<file path="src/rtl/mac_stream.sv">
// mac_stream: streaming multiply-accumulate engine.
// Computes dot products of run-time length (1..MAX_LEN beats) over a
// valid/ready operand stream, in signed or unsigned mode, and presents each
// result with a sticky overflow flag on a valid/ready output port.
// Optional build macro: MAC_STREAM_SAT_EN -- when defined, the accumulator
// saturates to the mode's limit on overflow and stays clamped until the
// vector ends; when undefined, accumulation wraps modulo 2^ACC_W.
//
// Handshake: a beat moves on in_valid & in_ready & ena, a result moves on
// out_valid & out_ready & ena. Neither side may depend on the other's
// acceptance to raise valid; once out_valid is high, out_data/out_ovf hold
// until the result is taken. ena low freezes everything and drops in_ready.
module mac_stream #(
  parameter int DATA_W  = 8,
  parameter int ACC_W   = 32,
  parameter int MAX_LEN = 16,
  parameter int LEN_W   = 5
) (
  input  logic              clk,
  input  logic              rst_n,
  input  logic              ena,
  input  logic              signed_mode,
  input  logic [LEN_W-1:0]  len,
  input  logic              in_valid,
  output logic              in_ready,
  input  logic [DATA_W-1:0] a,
  input  logic [DATA_W-1:0] b,
  output logic              out_valid,
  input  logic              out_ready,
  output logic [ACC_W-1:0]  out_data,
  output logic              out_ovf,
  output logic [1:0]        dbg_state
);

  typedef enum logic [1:0] {
    IDLE = 2'd0,
    ACC  = 2'd1,
    HOLD = 2'd2
  } state_t;

  state_t             state_q;
  logic [ACC_W-1:0]   acc_q;
  logic [ACC_W-1:0]   out_data_q;
  logic [LEN_W-1:0]   cnt_q;
  logic [LEN_W-1:0]   len_q;
  logic               mode_q;
  logic               ovf_q;
  logic               out_valid_q;
  logic               out_ovf_q;
  logic               run_q;

  logic [LEN_W-1:0]        len_eff;
  logic                    in_fire;
  logic                    out_fire;
  logic                    start;
  logic                    last_beat;
  logic                    mode_sel;
  logic signed [2*DATA_W-1:0] prod_s;
  logic [2*DATA_W-1:0]     prod_u;
  logic [ACC_W-1:0]        prod_ext;
  logic [ACC_W:0]          sum_w;
  logic                    s_ovf;
  logic                    u_ovf;
  logic                    add_ovf;
  logic                    ovf_next;
  logic [ACC_W-1:0]        acc_next;

  // run_q keeps in_ready low until the first enabled clock after reset.
  assign in_ready  = ena & run_q & ((state_q != HOLD) | out_ready);
  assign in_fire   = in_valid & in_ready;
  assign out_fire  = out_valid_q & out_ready & ena;
  // A beat accepted outside ACC always opens a new vector (IDLE, or HOLD
  // with the pending result leaving in the same cycle).
  assign start     = in_fire & (state_q != ACC);
  assign last_beat = ((cnt_q + LEN_W'(1)) == len_q);
  assign mode_sel  = (state_q == ACC) ? mode_q : signed_mode;

  assign out_valid = out_valid_q;
  assign out_data  = out_data_q;
  assign out_ovf   = out_ovf_q;
  assign dbg_state = state_q;

  // Effective length: 0 means one beat, anything above MAX_LEN is clamped.
  always_comb begin
    len_eff = len;
    if (len == '0)
      len_eff = LEN_W'(1);
    else if (len > LEN_W'(MAX_LEN))
      len_eff = LEN_W'(MAX_LEN);
  end

  // Product at 2*DATA_W bits, then sign- or zero-extended to ACC_W.
  always_comb begin
    prod_s = (2*DATA_W)'($signed(a)) * (2*DATA_W)'($signed(b));
    prod_u = (2*DATA_W)'(a) * (2*DATA_W)'(b);
    if (mode_sel)
      prod_ext = ACC_W'(prod_s);
    else
      prod_ext = ACC_W'(prod_u);
  end

  // Running add with overflow detection in the vector's held mode.
  always_comb begin
    sum_w    = {1'b0, acc_q} + {1'b0, prod_ext};
    s_ovf    = (acc_q[ACC_W-1] == prod_ext[ACC_W-1]) &&
               (sum_w[ACC_W-1] != acc_q[ACC_W-1]);
    u_ovf    = sum_w[ACC_W];
    add_ovf  = mode_q ? s_ovf : u_ovf;
    ovf_next = ovf_q | add_ovf;
`ifdef MAC_STREAM_SAT_EN
    // Once clamped, the accumulator stays at the limit for the rest of the vector.
    if (ovf_q)
      acc_next = acc_q;
    else if (add_ovf) begin
      if (!mode_q)
        acc_next = {ACC_W{1'b1}};
      else if (prod_ext[ACC_W-1])
        acc_next = {1'b1, {(ACC_W-1){1'b0}}};
      else
        acc_next = {1'b0, {(ACC_W-1){1'b1}}};
    end else
      acc_next = sum_w[ACC_W-1:0];
`else
    acc_next = sum_w[ACC_W-1:0];
`endif
  end

  // Control FSM and datapath registers; everything holds while ena is low.
  always_ff @(posedge clk or negedge rst_n) begin
    if (!rst_n) begin
      state_q     <= IDLE;
      acc_q       <= '0;
      out_data_q  <= '0;
      cnt_q       <= '0;
      len_q       <= '0;
      mode_q      <= 1'b0;
      ovf_q       <= 1'b0;
      out_valid_q <= 1'b0;
      out_ovf_q   <= 1'b0;
      run_q       <= 1'b0;
    end else if (ena) begin
      run_q <= 1'b1;
      case (state_q)
        IDLE, HOLD: begin
          if (out_fire) begin
            out_valid_q <= 1'b0;
            state_q     <= IDLE;
          end
          if (start) begin
            len_q  <= len_eff;
            mode_q <= signed_mode;
            ovf_q  <= 1'b0;
            if (len_eff == LEN_W'(1)) begin
              out_data_q  <= prod_ext;
              out_ovf_q   <= 1'b0;
              out_valid_q <= 1'b1;
              acc_q       <= '0;
              cnt_q       <= '0;
              state_q     <= HOLD;
            end else begin
              acc_q   <= prod_ext;
              cnt_q   <= LEN_W'(1);
              state_q <= ACC;
            end
          end
        end
        ACC: begin
          if (in_fire) begin
            if (last_beat) begin
              out_data_q  <= acc_next;
              out_ovf_q   <= ovf_next;
              out_valid_q <= 1'b1;
              acc_q       <= '0;
              cnt_q       <= '0;
              ovf_q       <= 1'b0;
              state_q     <= HOLD;
            end else begin
              acc_q <= acc_next;
              ovf_q <= ovf_next;
              cnt_q <= cnt_q + LEN_W'(1);
            end
          end
        end
        default: state_q <= IDLE;
      endcase
    end
  end

endmodule

</file>
<file path="config.mk">
export PLATFORM = sky130hd
export DESIGN_NAME = mac_stream
export DESIGN_NICKNAME = d
export VERILOG_FILES = /design/src/rtl/mac_stream.sv
export SDC_FILE = /design/constraint.sdc
export NUM_CORES = 1
export LEC_CHECK = 0
export ABC_AREA = 1
export CAP_MARGIN = 20
export CORE_ASPECT_RATIO = 0.75
export CORE_UTILIZATION = 68
export CTS_BUF_LIST = sky130_fd_sc_hd__clkbuf_2 sky130_fd_sc_hd__clkbuf_4 sky130_fd_sc_hd__clkbuf_8
export CTS_CLUSTER_SIZE = 14
export DETAILED_ROUTE_END_ITERATION = 12
export PLACE_DENSITY_LB_ADDON = 0.15
export REMOVE_ABC_BUFFERS = 1
export SYNTH_ARGS = -nofsm -noshare
export SYNTH_HDL_FRONTEND = slang
export SYNTH_SLANG_ARGS = --single-unit
</file>
<file path="constraint.sdc">
create_clock -name clk -period 4.59 [get_ports clk]
set_input_delay 1.377 -clock clk [delete_from_list [all_inputs] [get_ports clk]]
set_output_delay 1.377 -clock clk [all_outputs]
set_load 0.05 [all_outputs]
</file>
==> results_dict.tcl, run 1 <==
set metrics [dict create \
    status "stopped before the end" \
    stop_stage "clock tree synthesis (4_1_cts)" \
    firstError "[ERROR DPL-0038] Utilization greater than 100%, impossible to legalize" \
    avgSynthCellArea_sq_um 7.00 \
    htreeDepth 3 \
    io_pins 64 \
    portBuffers 63 \
    clockRootBuffer "clkbuf_8" \
    synth.distinct_cells 50 \
    ys_seq_area_frac 0.196 \
    placed_cells 1947 \
    synth-async-reset-ratio 1.00 \
    post_cts_buffers 67 \
    synth_ff_type "dfrtp_1" \
    place.gp.congestion 1.09 \
    die_h_microns 109 \
    initial_core_util 0.705 \
    synth_area_sq_um 10300 \
    cts_buffers 9 \
    synth-seq-cells 81 \
    die_x_microns 144 \
    ctsResizeCount 612 \
    cts.sinks 81 \
    place_hpwl_microns 29500 \
    ys_warn_count 0 \
    rows 38 \
    syn_inst 1474 \
    synth_edf_count 0 \
    cts_hold_buf 0 \
    cts.path.max_buffers 2 \
]
cell families after synthesis:
group,count (synthesis),synth area share
XOR/XNOR,30,0.0255
adder cells (fa/ha/maj),177,0.277
AND/OR/NAND/NOR,654,0.269
buffers and inverters,353,0.133
flip-flops,81,0.196
AO/OA/AOI/OAI,179,0.0991
cell usage after synthesis (4+ instances only):
library cell,n,area share
inv_2,6,0.0022
nand2_1,417,0.15
o31ai_1,4,0.0029
ha_1,91,0.11
xnor2_1,10,0.0085
o21ai_0,68,0.033
nand4_1,9,0.0055
a21oi_1,58,0.028
a21o_1,6,0.0044
nor2_1,78,0.028
buf_2,5,0.0024
inv_1,311,0.11
nand3_1,104,0.050
xor2_1,20,0.017
and2_1,4,0.0024
or2_2,14,0.0085
a31oi_1,5,0.0030
o21bai_1,10,0.0073
clkbuf_1,23,0.0084
a22oi_1,6,0.0044
fa_1,86,0.17
o211ai_1,5,0.0036
dfrtp_1,81,0.20
nor3_1,11,0.0053
stage by stage:
step / setup WS [ns] / hold WS [ns] / utilization / cell area (sq um)
3_5_place_dp: -3.27 / 0.466 / 0.880 / 12900
3_3_place_gp: -3.09 / 0.454 / 0.880 / 12900
2_1_floorplan: -1.92 / 0.440 / - / 10100
==> run 2: changes to the inputs <==
--- a/config.mk
+++ b/config.mk
@@ -7,10 +7,7 @@
 export LEC_CHECK = 0
 export ABC_AREA = 1
 export CAP_MARGIN = 20
-export CORE_ASPECT_RATIO = 0.75
-export CORE_UTILIZATION = 68
-export CTS_BUF_LIST = sky130_fd_sc_hd__clkbuf_2 sky130_fd_sc_hd__clkbuf_4 sky130_fd_sc_hd__clkbuf_8
-export CTS_CLUSTER_SIZE = 14
+export CORE_UTILIZATION = 40
 export DETAILED_ROUTE_END_ITERATION = 12
 export PLACE_DENSITY_LB_ADDON = 0.15
 export REMOVE_ABC_BUFFERS = 1
==> results_dict.tcl, run 2 <==
set metrics [dict create \
    die_h_microns 163 \
    met3_usage 0.0244 \
    grt_util_all_layers 0.264 \
    antenna_found_initial 0 \
    synth-async-reset-ratio 1.00 \
    netlist.area_leader.share 0.196 \
    hold_viol 0 \
    grtUsageMet1 0.313 \
    rows 58 \
    finalSetupViolCount 58 \
    die_area_sq_um 26400 \
    ant_nets 0 \
    drive_gt1_frac 0.411 \
    r2r-start "dbg_state[0]$_DFFE_PN0P_" \
    core_area_sq_um 25300 \
    hold_ws_ns 0.472 \
    areaGrowthSynthToFinish_pct 56.2 \
    first_iter_violations 443 \
    gr-total-overflow 0 \
    portBuffers 63 \
    synth_most_common_cell "nand2_1" \
    synth-seq-cells 81 \
    report.final.slew_viol_count 0 \
    synth.distinct_cells 50 \
    wirelength_microns 34300 \
    viasPerCell 4.95 \
    cpPeakStageDelay_ns 0.55 \
    diodes 0 \
    clockRootBuffer "clkbuf_16" \
    cts_hold_buf 0 \
    fin_crit_sh 1.43 \
    status "finished with violations" \
    holdCritPathClass "flop to flop" \
    crit_path_top_delay_cell "fa_1" \
    synth_top_area_cell "dfrtp_1" \
    min_period_ns 6.56 \
    clock_latency_ns 0.36 \
    final_cell_mix "nand2_1 (317), buf_4 (273), inv_1 (254), dfrtp_1 (81), fa_1 (78)" \
    startpoint "a[2]" \
    synth_area_sq_um 10300 \
    layout_commonest_cell "nand2_1" \
    wl_per_cell_microns 15.8 \
    gr-usage-met2 0.497 \
    dpl-instance-area_sq_um 12900 \
    path_common_cell "nand2_1" \
    synth_edf_count 0 \
    layout.nets 2031 \
    cts.sinks 81 \
    htreeDepth 3 \
    synthTopCellsByArea "dfrtp_1 (20%), fa_1 (17%), nand2_1 (15%), inv_1 (11%), ha_1 (11%)" \
    required_ns 4.84 \
    crit_fanout 5 \
    dr.pass1.iters 4 \
    grt_max_degree 66 \
    via_count 10700 \
    avgSynthCellArea_sq_um 7.00 \
    cap_violations 0 \
    route.detailed.drc 0 \
    place_hpwl_microns 25400 \
    cts.path.max_buffers 2 \
    finish.instance_area_sq_um 16100 \
    max-slew-margin-rel 0.271 \
    finClkSkew_ns 0.0125 \
    io_pins 64 \
    grt_pass1_vias 11100 \
    hold_start "run_q$_DFFE_PN0P_" \
    timing.fmax_ghz 0.152 \
    arrival_ns 6.81 \
    rsz0062_at_grt "true" \
    worstSetupPathType "input port to flop" \
    fin_ws_ns -1.97 \
    clkTransAtPathRegs_ns 0.07 \
    cp-end-kind "flop" \
    initial_core_util 0.409 \
    tightest_slew_ns 1.09 \
    place.gp.congestion 0.949 \
    synth_common_cells "nand2_1 (417), inv_1 (311), nand3_1 (104), ha_1 (91), fa_1 (86)" \
    ys_warn_count 0 \
    ys_seq_area_frac 0.196 \
    syn_inst 1474 \
    cts_tree "yes" \
    busiest_layer "met2" \
    synth_ff_type "dfrtp_1" \
    grt_pass1_wl_microns 54800 \
    cts_buffers 9 \
    die_x_microns 163 \
    violations "negative setup slack" \
    critPathLaunchType "input port" \
]
==> run 2: cell counts after synthesis <==
No cell type changed its count.
==> run 2: cells by family after synthesis <==
logic type | count (synthesis) | synth area share
compound gates | 179 | 0.0991
simple gates | 654 | 0.269
flops | 81 | 0.196
fa+ha+maj | 177 | 0.277
xor+xnor | 30 | 0.0255
buf+inv | 353 | 0.133
==> run 2: metrics by stage <==
stage,instances,setup slack [ns],TNS (ns),utilization
finish,2162,-1.97,-95.34,0.638
global route,2162,-2.25,-108.78,0.638
CTS,2134,-1.95,-91.25,0.603
detailed placement,2065,-3.21,-163.55,0.513
global placement,2065,-3.15,-160.58,0.513
floorplan,1439,-1.92,-87.72,-
==> run 2: repair_timing <==
action / in CTS / in global routing
hold endpoints to repair: 0 / 0
setup buffers: 52 / 29
setup endpoints to repair: 60 / 58
resized for setup: 469 / 183
cloned: 1 / 0
pin swaps: 145 / 114
==> run 2: cell type report <==
cell class | count | area, sq um
Clock buffer | 9 | 225
Multi-Input combinational cell | 1040 | 8970
Inverter | 318 | 1210
Tap cell | 330 | 413
Timing Repair Buffer | 376 | 3160
Fill cell | 2136 | 9140
Sequential cell | 81 | 2030
Timing Repair inverter | 1 | 7.51
Clock inverter | 7 | 106
==> run 2: metal layers <==
| layer | wire length, microns | part of all wire |
|---|---|---|
| met5 | 0 | 0 |
| met4 | 834 | 0.024 |
| met3 | 1010 | 0.029 |
| met2 | 18300 | 0.53 |
| met1 | 14200 | 0.41 |
==> run 2: final timing paths <==
path,endpoint,slack (ns),cells after the start
min in group asynchronous,acc_q[26]$_DFFE_PN0P_,1.13,1
hold reg to reg,run_q$_DFFE_PN0P_,0.47,1
max in group asynchronous,acc_q[20]$_DFFE_PN0P_,2.69,2
setup / recovery,out_ovf$_DFFE_PN0P_,-1.97,33
setup reg to reg,acc_q[5]$_DFFE_PN0P_,1.21,8
hold / removal,run_q$_DFFE_PN0P_,0.47,1
==> run 2: worst max-delay path, delay by kind of cell <==
family	cells	cell delay, ns
compound gates	2	0.38
buf+inv	8	0.87
fa+ha+maj	6	2.54
simple gates	17	1.63
Power of run 2 is not shown: default switching activity piles up to over one toggle a cycle in this logic, so the estimate is an artifact.
==> run 3: changes to the inputs <==
--- a/config.mk
+++ b/config.mk
@@ -6,7 +6,6 @@
 export NUM_CORES = 1
 export LEC_CHECK = 0
 export ABC_AREA = 1
-export CAP_MARGIN = 20
 export CORE_UTILIZATION = 40
 export DETAILED_ROUTE_END_ITERATION = 12
 export PLACE_DENSITY_LB_ADDON = 0.15
==> results of run 3 <==
No change in the layout: final DEF, timing and power equal those of run 2.
Power of run 3 is left out for the same reason.
